### src/rtl/cond_pkg.sv
// Shared types for the conditional-execution stage: condition codes, NZCV flag layout
// and the E-stage control word.
package cond_pkg;

    localparam int FLAGS_W = 4;

    localparam int FLAG_N = 3;
    localparam int FLAG_Z = 2;
    localparam int FLAG_C = 1;
    localparam int FLAG_V = 0;

    typedef enum logic [3:0] {
        COND_EQ = 4'h0,
        COND_NE = 4'h1,
        COND_CS = 4'h2,
        COND_CC = 4'h3,
        COND_MI = 4'h4,
        COND_PL = 4'h5,
        COND_VS = 4'h6,
        COND_VC = 4'h7,
        COND_HI = 4'h8,
        COND_LS = 4'h9,
        COND_GE = 4'ha,
        COND_LT = 4'hb,
        COND_GT = 4'hc,
        COND_LE = 4'hd,
        COND_AL = 4'he,
        COND_NV = 4'hf
    } cond_e;

    typedef logic [FLAGS_W-1:0] flags_t;

    typedef struct packed {
        logic       valid;
        cond_e      cond;
        logic       pcs;
        logic       regw;
        logic       memw;
        logic       memtoreg;
        logic       alusrc;
        logic       branch;
        logic       nowrite;
        logic [1:0] flagw;
        logic [3:0] alucontrol;
    } ctrl_t;

endpackage

### src/rtl/cond_check.sv
// Combinational ARM condition evaluator: condition field against NZCV flags.
// Shared with branch prediction, so it holds no state.
module cond_check
    import cond_pkg::*;
(
    input  logic [3:0]         cond,
    input  logic [FLAGS_W-1:0] flags,
    output logic               pass
);

    logic n, z, c, v;

    assign n = flags[FLAG_N];
    assign z = flags[FLAG_Z];
    assign c = flags[FLAG_C];
    assign v = flags[FLAG_V];

    always_comb begin
        // NOTE: the default arm assigns pass on every path, so no latch is inferred.
        case (cond_e'(cond))
            COND_EQ: pass = z;
            COND_NE: pass = ~z;
            COND_CS: pass = c;
            COND_CC: pass = ~c;
            COND_MI: pass = n;
            COND_PL: pass = ~n;
            COND_VS: pass = v;
            COND_VC: pass = ~v;
            COND_HI: pass = c & ~z;
            COND_LS: pass = ~c | z;
            COND_GE: pass = (n == v);
            COND_LT: pass = (n != v);
            COND_GT: pass = ~z & (n == v);
            COND_LE: pass = z | (n != v);
            COND_AL: pass = 1'b1;
            default: pass = 1'b0;
        endcase
    end

endmodule

### src/rtl/cond_exec_stage.sv
// Decode-to-execute register with NZCV flags and condition-gated enables.
// Optional SQUASH_CNT_EN adds a saturating count of condition-failed instructions.
module cond_exec_stage
    import cond_pkg::*;
(
    input  logic                clk,
    input  logic                rst_n,
    input  logic                StallE,
    input  logic                FlushE,
    input  logic [3:0]          CondD,
    input  logic                PCSD,
    input  logic                RegWD,
    input  logic                MemWD,
    input  logic                MemtoRegD,
    input  logic                ALUSrcD,
    input  logic                BranchD,
    input  logic                NoWriteD,
    input  logic [1:0]          FlagWD,
    input  logic [3:0]          ALUControlD,
    input  logic [FLAGS_W-1:0]  ALUFlagsE,
`ifdef SQUASH_CNT_EN
    input  logic                SquashClr,
    output logic [15:0]         SquashCnt,
`endif
    output logic [3:0]          ALUControlE,
    output logic                ALUSrcE,
    output logic                MemtoRegE,
    output logic                RegWriteE,
    output logic                MemWriteE,
    output logic                PCSrcE,
    output logic                BranchTakenE,
    output logic                CondExE,
    output logic [FLAGS_W-1:0]  FlagsQ
);

    ctrl_t  ctrl_d;
    ctrl_t  ctrl_q;
    flags_t flags_q;
    logic   cond_pass;
    logic   cond_ex;
    logic   flag_en;

    always_comb begin
        ctrl_d            = '0;
        ctrl_d.valid      = 1'b1;
        ctrl_d.cond       = cond_e'(CondD);
        ctrl_d.pcs        = PCSD;
        ctrl_d.regw       = RegWD;
        ctrl_d.memw       = MemWD;
        ctrl_d.memtoreg   = MemtoRegD;
        ctrl_d.alusrc     = ALUSrcD;
        ctrl_d.branch     = BranchD;
        ctrl_d.nowrite    = NoWriteD;
        ctrl_d.flagw      = FlagWD;
        ctrl_d.alucontrol = ALUControlD;
    end

    // NOTE: sequential state uses non-blocking assignments and an async reset on every register.
    always_ff @(posedge clk or negedge rst_n) begin
        if (!rst_n) begin
            ctrl_q <= '0;
        end else if (FlushE) begin
            ctrl_q <= '0;
        end else if (!StallE) begin
            ctrl_q <= ctrl_d;
        end
    end

    cond_check u_cond_check (
        .cond  (ctrl_q.cond),
        .flags (flags_q),
        .pass  (cond_pass)
    );

    assign cond_ex = ctrl_q.valid & cond_pass;

    // A flush retires the E instruction's flag write even when a stall is also requested.
    assign flag_en = cond_ex & (~StallE | FlushE);

    always_ff @(posedge clk or negedge rst_n) begin
        if (!rst_n) begin
            flags_q <= '0;
        end else if (flag_en) begin
            if (ctrl_q.flagw[1]) flags_q[FLAG_N:FLAG_Z] <= ALUFlagsE[FLAG_N:FLAG_Z];
            if (ctrl_q.flagw[0]) flags_q[FLAG_C:FLAG_V] <= ALUFlagsE[FLAG_C:FLAG_V];
        end
    end

`ifdef SQUASH_CNT_EN
    logic [15:0] squash_cnt_q;
    logic        squash;

    assign squash = ctrl_q.valid & ~cond_pass & ~StallE;

    always_ff @(posedge clk or negedge rst_n) begin
        if (!rst_n) begin
            squash_cnt_q <= '0;
        end else if (SquashClr) begin
            squash_cnt_q <= '0;
        end else if (squash && (squash_cnt_q != 16'hffff)) begin
            squash_cnt_q <= squash_cnt_q + 16'd1;
        end
    end

    assign SquashCnt = squash_cnt_q;
`endif

    assign CondExE      = cond_ex;
    assign RegWriteE    = ctrl_q.regw & cond_ex & ~ctrl_q.nowrite;
    assign MemWriteE    = ctrl_q.memw & cond_ex;
    assign PCSrcE       = ctrl_q.pcs & cond_ex;
    assign BranchTakenE = ctrl_q.branch & cond_ex;
    assign ALUControlE  = ctrl_q.alucontrol;
    assign ALUSrcE      = ctrl_q.alusrc;
    assign MemtoRegE    = ctrl_q.memtoreg;
    assign FlagsQ       = flags_q;

endmodule

### config.mk
export PLATFORM = sky130hd
export DESIGN_NAME = cond_exec_stage
export DESIGN_NICKNAME = d
export VERILOG_FILES = /design/src/rtl/cond_pkg.sv /design/src/rtl/cond_check.sv /design/src/rtl/cond_exec_stage.sv
export SDC_FILE = /design/constraint.sdc
export NUM_CORES = 1
export LEC_CHECK = 0
export BUFFER_PORTS_ARGS = -buffer_cell sky130_fd_sc_hd__buf_2
export CAP_MARGIN = 20
export CORE_ASPECT_RATIO = 0.9
export CORE_MARGIN = 4
export CORE_UTILIZATION = 40
export CTS_BUF_LIST = sky130_fd_sc_hd__clkbuf_8
export DETAILED_ROUTE_END_ITERATION = 12
export PLACE_DENSITY = 0.71
export SETUP_SLACK_MARGIN = 0.4
export SYNTH_ARGS = -nofsm -noshare
export SYNTH_HDL_FRONTEND = slang
export SYNTH_SLANG_ARGS = --single-unit
### constraint.sdc
create_clock -name clk -period 1.9 [get_ports clk]
set_clock_uncertainty 0.05 [all_clocks]
set_input_delay 0.285 -clock clk [delete_from_list [all_inputs] [get_ports clk]]
set_output_delay 0.285 -clock clk [all_outputs]
set_load 0.03 [all_outputs]
==> impl_metrics.json, run 1 <==
{
  "status": "finished, violations left",
  "violations": "setup timing",
  "worst_pin_slew_ns": 0.501,
  "r2r_setup_slack_ns": -0.44,
  "wl_per_cell_um": 14.1,
  "numCtsBuffers": 3,
  "synth.yosys.seq_area_share_pct": 43.9,
  "critPathKind": "reg2out",
  "netlist_area_um2": 1250,
  "grt_pass1_vias": 1070,
  "drtAntennaViolNets": 0,
  "cts_tree": "done",
  "intPower_uw": 954,
  "dr_wl_met3_um": 167,
  "wirelength_met1_um": 1200,
  "die_h_um": 61.1,
  "wirelength_um": 2910,
  "n_antenna_cell": 0,
  "critical_path_peak_fanout": 8,
  "io_pins": 40,
  "ys_warn_count": 0,
  "setup-tns-final_ns": -4.12,
  "dp.cells": 196,
  "cts-htree-levels": 1,
  "p_clk_share_pct": 23.9,
  "synth.avg_cell_area_um2": 11.3,
  "synthCells": 111,
  "path_clk_slew_ns": 0.08,
  "ir_worst_vdd_uv": 448,
  "clk_path_buf_depth": 2,
  "ys_seq_elements": 22,
  "slew_violations": 0,
  "finish.net_count": 191,
  "die-area_um2": 4100,
  "fin_crit_sh_pct": 126,
  "grt_remaining_overflow": 0,
  "drtIter0Drc": 23,
  "final.setup.worst_slack_ns": -0.498,
  "hold_end": "FlagsQ[0]",
  "drc": 0,
  "cts_root_buf": "clkbuf_8",
  "critPathMaxStageDelay_ns": 0.45,
  "crit_chain": "and4bb_2, mux2i_1, a311o_1, a31oi_4, and3b_2, buf_6",
  "grt_max_degree": 23,
  "r2r-start": "ctrl_q[13]",
  "hpwl_um": 2050,
  "yosysUniqueCellTypes": 34,
  "finalSetupViolCount": 9,
  "grt_antenna_before_repair": 0,
  "grt_pass1_wl_um": 4670,
  "p_switching_uw": 442,
  "ff2ff_path_depth": 8,
  "r2r_end": "FlagsQ[1]",
  "arrival_ns": 2.06,
  "rows": 19,
  "vias": 1018,
  "layout_commonest_cell": "buf_2",
  "area_delta_synth_final_pct": 34.2,
  "maxCapViolations": 0,
  "routed.top_layer": "met4",
  "gp_congestion": 0.932,
  "clk_latency_ns": 0.26,
  "mostFrequentLayoutCells": "buf_2 (34), buf_4 (24), mux2i_1 (20), nor2_1 (18), dfrtp_1 (16)",
  "hold_viol": 0,
  "layout_min_cycle_time_ns": 2.40,
  "drive_gt1_share_pct": 53.9,
  "dr.pass1.iters": 4,
  "die_x_um": 67.0,
  "routed-wl-met2_um": 1500,
  "power_density_nw_per_um2": 829,
  "holdCritStartpoint": "ALUFlagsE[0]",
  "rsz0062_at_grt": "yes",
  "initial_core_util_pct": 41.2,
  "min_path_type": "in2reg",
  "port_buffers": 39,
  "hold_depth": 2,
  "p_total_uw": 1400,
  "fp.coreArea_um2": 3040,
  "viasPerCell": 4.92,
  "p_comb_share_pct": 35.1,
  "max_freq_mhz": 417,
  "slowest_stage": "dfrtp_2",
  "pwr-share-seq_pct": 41.0,
  "cts_sinks": 22,
  "critPathRequiredTime_ns": 1.56,
  "crit_path_end_kind": "output pin",
  "timing.hold.ws_ns": 0.196,
  "track_usage_pct": 15.0,
  "cp-start-kind": "register",
  "leakagePower_uw": 0.000871,
  "relSlewSlack_pct": 66.6,
  "stdcell_count": 207,
  "swShare_pct": 31.6,
  "syn_nets": 136
}
[how the worst max path moves through the flow]
stage               slack, ns   endpoint        from  depth (start not counted)
floorplan               -0.37  FlagsQ[0]   FlagsQ[2]                          6
global placement        -0.22  RegWriteE  ctrl_q[13]                          6
detailed placement      -0.29  RegWriteE  ctrl_q[13]                          6
CTS                     -0.46  RegWriteE   FlagsQ[3]                          6
global route            -0.58  RegWriteE  ctrl_q[13]                          6
finish                  -0.50  RegWriteE  ctrl_q[13]                          6
[routing by layer]
layer | GRT usage (%) | vias to the layer above
met5 | 0 | -
met4 | 6.07 | 0
met3 | 3.28 | 4
met2 | 27.5 | 35
met1 | 17.1 | 490
li1 | - | 489
[layout make-up]
cell class                      count  area (um^2)
Fill cell                         284         1360
Multi-Input combinational cell     75          617
Sequential cell                    22          558
Timing Repair Buffer               62          394
Clock buffer                        4         55.1
Tap cell                           42         52.6
Inverter                            2         7.51
[critical path, delay by kind of cell, from the launching register on]
family | cells | cell delay, ns
DFF | 1 | 0.45
and+or+nand+nor | 2 | 0.53
muxes | 1 | 0.09
AOI/OAI and AO/OA | 2 | 0.61
buffers and inverters | 1 | 0.13
[per-stage QoR]
| step | instance area (um^2) | utilization [%] | setup slack, ns |
|---|---|---|---|
| finish | 1680 | 55.3 | -0.498 |
| global route | 1680 | 55.3 | -0.575 |
| CTS | 1670 | 54.8 | -0.456 |
| detailed placement | 1530 | 50.2 | -0.294 |
| global placement | 1530 | 50.2 | -0.224 |
| floorplan | 1270 | - | -0.372 |
[registers in the layout, summed over array words and instances (netlist names)]
register     count
ALUControlE      4
ALUSrcE          1
FlagsQ           4
MemtoRegE        1
ctrl_q          12
[power groups by stage]
stage	Sequential (uW)	Combinational, uW	Clock (uW)
6_report	573	490	333
5_1_grt	584	524	365
3_5_place_dp	582	455	0
4_1_cts	574	481	345
2_1_floorplan	634	222	0
3_3_place_gp	580	445	0
[cells in the mapped netlist]
cell type  instances  area share [%]
nand4b_1           1            0.70
o21ai_0            2            0.80
and3b_2            1            0.80
mux2_4             4             4.8
and3b_1            1            0.70
nor4bb_1           1            0.80
clkbuf_8           2             2.2
buf_1              1            0.30
xnor2_1            1            0.70
buf_4              5             3.0
mux2i_1           20              16
a21oi_1            3             1.2
and2_2             3             1.8
inv_1              2            0.60
and3_2             1            0.60
dfrtp_1           22              44
o311a_2            1            0.90
buf_6              3             2.7
clkbuf_1           1            0.30
or3b_1             1            0.70
nand3_1            1            0.40
nor2_1            18             5.4
o41ai_1            1            0.70
a31oi_4            1             1.7
and4bb_2           1             1.0
nand2b_1           2             1.0
nand3b_1           1            0.60
nand2_1            3            0.90
o22ai_1            1            0.50
a31oi_1            1            0.50
a21o_2             1            0.70
a311o_1            1            0.80
and3_4             2             1.8
or2b_2             1            0.70
[what timing repair did]
item,CTS,global route
gates resized for setup,13,2
hold endpoints to repair,22,0
buffers inserted,4,2
pin swaps,6,0
endpoints found under the setup margin,9,9
hold buffers,1,0
[logic make-up after synthesis]
| family | share of synthesized area, % |
|---|---|
| AND/OR/NAND/NOR | 17.8 |
| multiplexers | 20.7 |
| flip-flops | 43.9 |
| buffers and inverters | 9.07 |
| AO/OA/AOI/OAI | 7.78 |
| XOR/XNOR | 0.698 |
No activity file was read; power rests on OpenSTA's default activity.
==> run 2: changes to the inputs <==
--- a/config.mk
+++ b/config.mk
@@ -7,3 +7,2 @@
 export LEC_CHECK = 0
-export BUFFER_PORTS_ARGS = -buffer_cell sky130_fd_sc_hd__buf_2
 export CAP_MARGIN = 20
@@ -14,3 +13,4 @@
 export DETAILED_ROUTE_END_ITERATION = 12
-export PLACE_DENSITY = 0.71
+export DONT_BUFFER_PORTS = 1
+export PLACE_DENSITY = 0.59
 export SETUP_SLACK_MARGIN = 0.4
==> constraint.sdc (replaced) <==
create_clock -name clk -period 1.9 [get_ports clk]
set_clock_uncertainty 0.05 [all_clocks]
set_input_delay 0.095 -clock clk [delete_from_list [all_inputs] [get_ports clk]]
set_output_delay 0.095 -clock clk [all_outputs]
set_load 0.03 [all_outputs]
==> impl_metrics.json, run 2 (synthesis results as in run 1) <==
{
  "status": "finished, violations left",
  "violations": "setup timing",
  "layout_min_cycle_time_ns": 2.29,
  "rsz0062_at_grt": "yes",
  "critical_path_peak_fanout": 5,
  "drc": 0,
  "p_total_uw": 1480,
  "grt_antenna_before_repair": 1,
  "final_util_pct": 57.5,
  "drtAntennaViolNets": 0,
  "fp.coreArea_um2": 3040,
  "crit_path_end_kind": "output pin",
  "finish.net_count": 175,
  "hold_viol": 0,
  "arrival_ns": 2.15,
  "cts_sinks": 22,
  "critPathRequiredTime_ns": 1.75,
  "vias": 970,
  "largest_register_ffs": 12,
  "drtIter0Drc": 36,
  "design_area_um2": 1750,
  "ir_worst_vdd_uv": 473,
  "gp_congestion": 0.726,
  "dp.cells": 155,
  "n_fill_cell": 287,
  "slew_violations": 0,
  "die-area_um2": 4100,
  "power_density_nw_per_um2": 844,
  "setup-tns-final_ns": -2.95,
  "initial_core_util_pct": 41.2,
  "grt_remaining_overflow": 0,
  "area_delta_synth_final_pct": 39.5,
  "clk_latency_ns": 0.26,
  "wirelength_um": 3030,
  "die_x_um": 67.0,
  "mostFrequentLayoutCells": "dlygate4sd3_1 (23), mux2i_1 (20), nor2_1 (18), buf_4 (17), dfrtp_1 (16)",
  "cts-htree-levels": 1,
  "leakagePower_uw": 0.000821,
  "critPathKind": "reg2out",
  "finalSetupViolCount": 9,
  "cp-start-kind": "register",
  "rows": 19,
  "worst_pin_slew_ns": 1.03,
  "maxCapViolations": 0,
  "track_usage_pct": 16.4,
  "min_path_type": "in2async",
  "fin_crit_sh_pct": 121,
  "grt_pass1_vias": 1022,
  "final.setup.worst_slack_ns": -0.394,
  "max_freq_mhz": 436,
  "clk_path_buf_depth": 2,
  "hpwl_um": 1820,
  "drive_gt1_share_pct": 33.6,
  "path_clk_slew_ns": 0.08,
  "grt_max_degree": 23,
  "placed_area_um2": 1320,
  "stdcell_count": 192,
  "multi_input_area_um2": 618,
  "dr.pass1.iters": 4,
  "die_h_um": 61.1,
  "viasPerCell": 5.05,
  "relSlewSlack_pct": 31.4,
  "grt_pass1_wl_um": 4910,
  "layout_commonest_cell": "dlygate4sd3_1",
  "io_pins": 40,
  "seq_area_um2": 558,
  "cts_root_buf": "clkbuf_8",
  "wl_per_cell_um": 15.8,
  "port_buffers": 0,
  "regMostFlops": "ctrl_q",
  "cts_tree": "done",
  "numCtsBuffers": 3
}
run 2: final timing paths:
check	startpoint	endpoint	slack [ns]	cells past startpoint
worst max-delay path	ctrl_q[13]	RegWriteE	-0.39	8
worst min-delay path	rst_n	FlagsQ[3]	0.03	1
worst max register to register	ctrl_q[13]	FlagsQ[0]	-0.38	10
worst min register to register	ctrl_q[11]	ctrl_q[11]	0.47	2
max in group asynchronous	rst_n	ctrl_q[13]	1.39	2
min in group clk	FlushE	FlagsQ[1]	0.24	3
run 2: power by group:
part           internal [uW]  switching, uW  total [uW]
clock                    281            151         433
combinational            237            217         455
sequential               521           70.1         591
total                   1040            439        1480
run 2: cell type report:
type,instances,share of cell area [%]
diodes,1,0.143
repair buffers,46,25.2
well taps,42,3.00
flip-flops and latches,22,31.9
clock inverters,1,1.72
inverters,2,0.429
clock buffers,3,2.36
multi-input cells,75,35.3
run 2: metrics by stage:
| step | setup WS (ns) | hold slack, ns |
|---|---|---|
| 2_1_floorplan | -0.372 | -0.251 |
| 3_3_place_gp | -0.149 | -0.250 |
| 3_5_place_dp | -0.218 | -0.250 |
| 4_1_cts | -0.367 | 0.235 |
| 5_1_grt | -0.490 | 0.0168 |
| 6_report | -0.394 | 0.0331 |
run 2: what timing repair did:
item,in CTS,in global routing
resized for setup,7,5
buffers inserted,5,2
hold endpoints to repair,44,0
pin swaps,8,2
hold buffers,24,0
endpoints found under the setup margin,9,26
run 2: critical path: stages (launching register included):
cell,delay [ns]
dfrtp_2,0.44
buf_6,0.13
buf_6,0.11
nor4bb_1,0.26
nand2_1,0.11
o311a_4,0.14
a31oi_4,0.21
buf_6,0.18
and3b_2,0.30
run 2: metal layers:
layer	up-vias	wire (um)	track usage, %
li1	463	-	-
met1	460	1290	20.5
met2	43	1420	26.2
met3	4	275	5.29
met4	0	39	6.94
met5	-	0	0
==> run 3: changes to the inputs <==
Settings changed: CORE_UTILIZATION 40 to 35, PLACE_DENSITY 0.59 to 0.54.
==> impl_metrics.json, run 3 (synthesis results as in run 1) <==
{
  "p_total_uw": 1520,
  "maxCapViolations": 0,
  "die-area_um2": 4610,
  "setup-tns-final_ns": -2.43,
  "drtIter0Drc": 16,
  "cp-start-kind": "register",
  "max_freq_mhz": 448,
  "cts_sinks": 22,
  "port_buffers": 0,
  "critPathMaxStageDelay_ns": 0.42,
  "die_x_um": 71.1,
  "crit_chain": "buf_6, or3b_1, a21o_2, o311a_4, a31oi_4, buf_6, and3b_2",
  "stdcell_count": 196,
  "leakagePower_uw": 0.000838,
  "grt_pass1_wl_um": 5060,
  "ir_worst_vdd_uv": 435,
  "finalSetupViolCount": 9,
  "hpwl_um": 1920,
  "wirelength_um": 2970,
  "hold_viol": 0,
  "grt_max_degree": 23,
  "violations": "setup timing",
  "drc": 0,
  "rsz0062_at_grt": "yes",
  "arrival_ns": 2.09,
  "cp.buffers_inverters": 2,
  "drive_gt1_share_pct": 35.5,
  "power_density_nw_per_um2": 853,
  "grt_pass1_vias": 1017,
  "initial_core_util_pct": 36.9,
  "path_clk_slew_ns": 0.08,
  "timing.hold.ws_ns": 0.118,
  "largest_register_ffs": 12,
  "regMostFlops": "ctrl_q",
  "critPathRequiredTime_ns": 1.75,
  "track_usage_pct": 14.0,
  "status": "finished, violations left",
  "wl_per_cell_um": 15.1,
  "relSlewSlack_pct": 31.1,
  "cts_root_buf": "clkbuf_8",
  "rows": 20,
  "slew_violations": 0,
  "io_pins": 40,
  "grt_remaining_overflow": 0,
  "crit_top_cell": "buf_6",
  "die_h_um": 64.8,
  "finish.net_count": 178,
  "viasPerCell": 4.93,
  "fin_crit_sh_pct": 117,
  "numCtsBuffers": 3,
  "gp_congestion": 0.805,
  "area_delta_synth_final_pct": 42.0,
  "cts_tree": "done",
  "vias": 966,
  "dr.pass1.iters": 5,
  "fp.coreArea_um2": 3400,
  "critical_path_peak_fanout": 5,
  "final.setup.worst_slack_ns": -0.332,
  "mostFrequentLayoutCells": "dlygate4sd3_1 (23), mux2i_1 (20), buf_4 (19), nor2_1 (17), dfrtp_1 (16)",
  "layout_min_cycle_time_ns": 2.23,
  "worst_pin_slew_ns": 1.03,
  "grt_antenna_before_repair": 0,
  "dp.cells": 161,
  "critPathKind": "reg2out",
  "clk_path_buf_depth": 2,
  "n_antenna_cell": 0,
  "critPathTopFamily": "simple AND/OR/NAND/NOR gates",
  "cts-htree-levels": 1,
  "crit_path_end_kind": "output pin",
  "min_path_type": "in2async",
  "clk_latency_ns": 0.26,
  "slowest_stage": "dfrtp_2",
  "drtAntennaViolNets": 0,
  "layout_commonest_cell": "dlygate4sd3_1"
}
-- run 3: cell types whose count changed in the layout (fill, tap and decap cells not counted), sizes merged --
cell,before,now
clkbuf,4,3
diode,1,0
buf,21,25
-- run 3: per-stage QoR --
step / instance area (um^2) / worst slack (ns) / util [%]
2_1_floorplan: 1270 / -0.372 / -
3_3_place_gp: 1350 / -0.111 / 39.7
3_5_place_dp: 1350 / -0.164 / 39.7
4_1_cts: 1730 / -0.333 / 50.7
5_1_grt: 1780 / -0.405 / 52.4
6_report: 1780 / -0.332 / 52.4
-- run 3: layout make-up --
type                            instances  area [um^2]
Multi-Input combinational cell         75          621
Clock buffer                            3         41.3
Clock inverter                          1         30.0
Fill cell                             318         1620
Sequential cell                        22          558
Timing Repair Buffer                   49          469
Tap cell                               44         55.1
Inverter                                2         7.51
-- run 3: timing repair --
action / 4_1_cts / 5_1_grt
hold buffers: 24 / 0
endpoints found under the setup margin: 9 / 27
buffers inserted: 4 / 2
pin swaps: 4 / 3
gates resized for setup: 10 / 5
hold endpoints to repair: 44 / 0
-- run 3: final timing paths --
kind,from,to,slack [ns],cells past startpoint
worst max-delay path,ctrl_q[13],RegWriteE,-0.33,7
min in group clk,FlushE,FlagsQ[1],0.25,3
worst max register to register,ctrl_q[13],FlagsQ[3],-0.33,9
worst min-delay path,rst_n,ctrl_q[14],0.12,1
worst min register to register,ctrl_q[17],ctrl_q[17],0.47,2
max in group asynchronous,rst_n,ctrl_q[13],1.27,2
-- run 3: metal layers --
metal / GRT usage (%) / share of wire, % / up-vias
li1: - / - / 466
met1: 18.1 / 45 / 467
met2: 22.1 / 48 / 27
met3: 4.19 / 6.2 / 6
met4: 4.93 / 1.4 / 0
met5: 0 / 0 / -
-- run 3: power breakdown --
group	switching (uW)	leakage [uW]	total (uW)	internal, uW
clock	158	0.0000357	440	281
sequential	71.8	0.000282	592	520
combinational	223	0.000520	487	264
total	453	0.000838	1520	1070
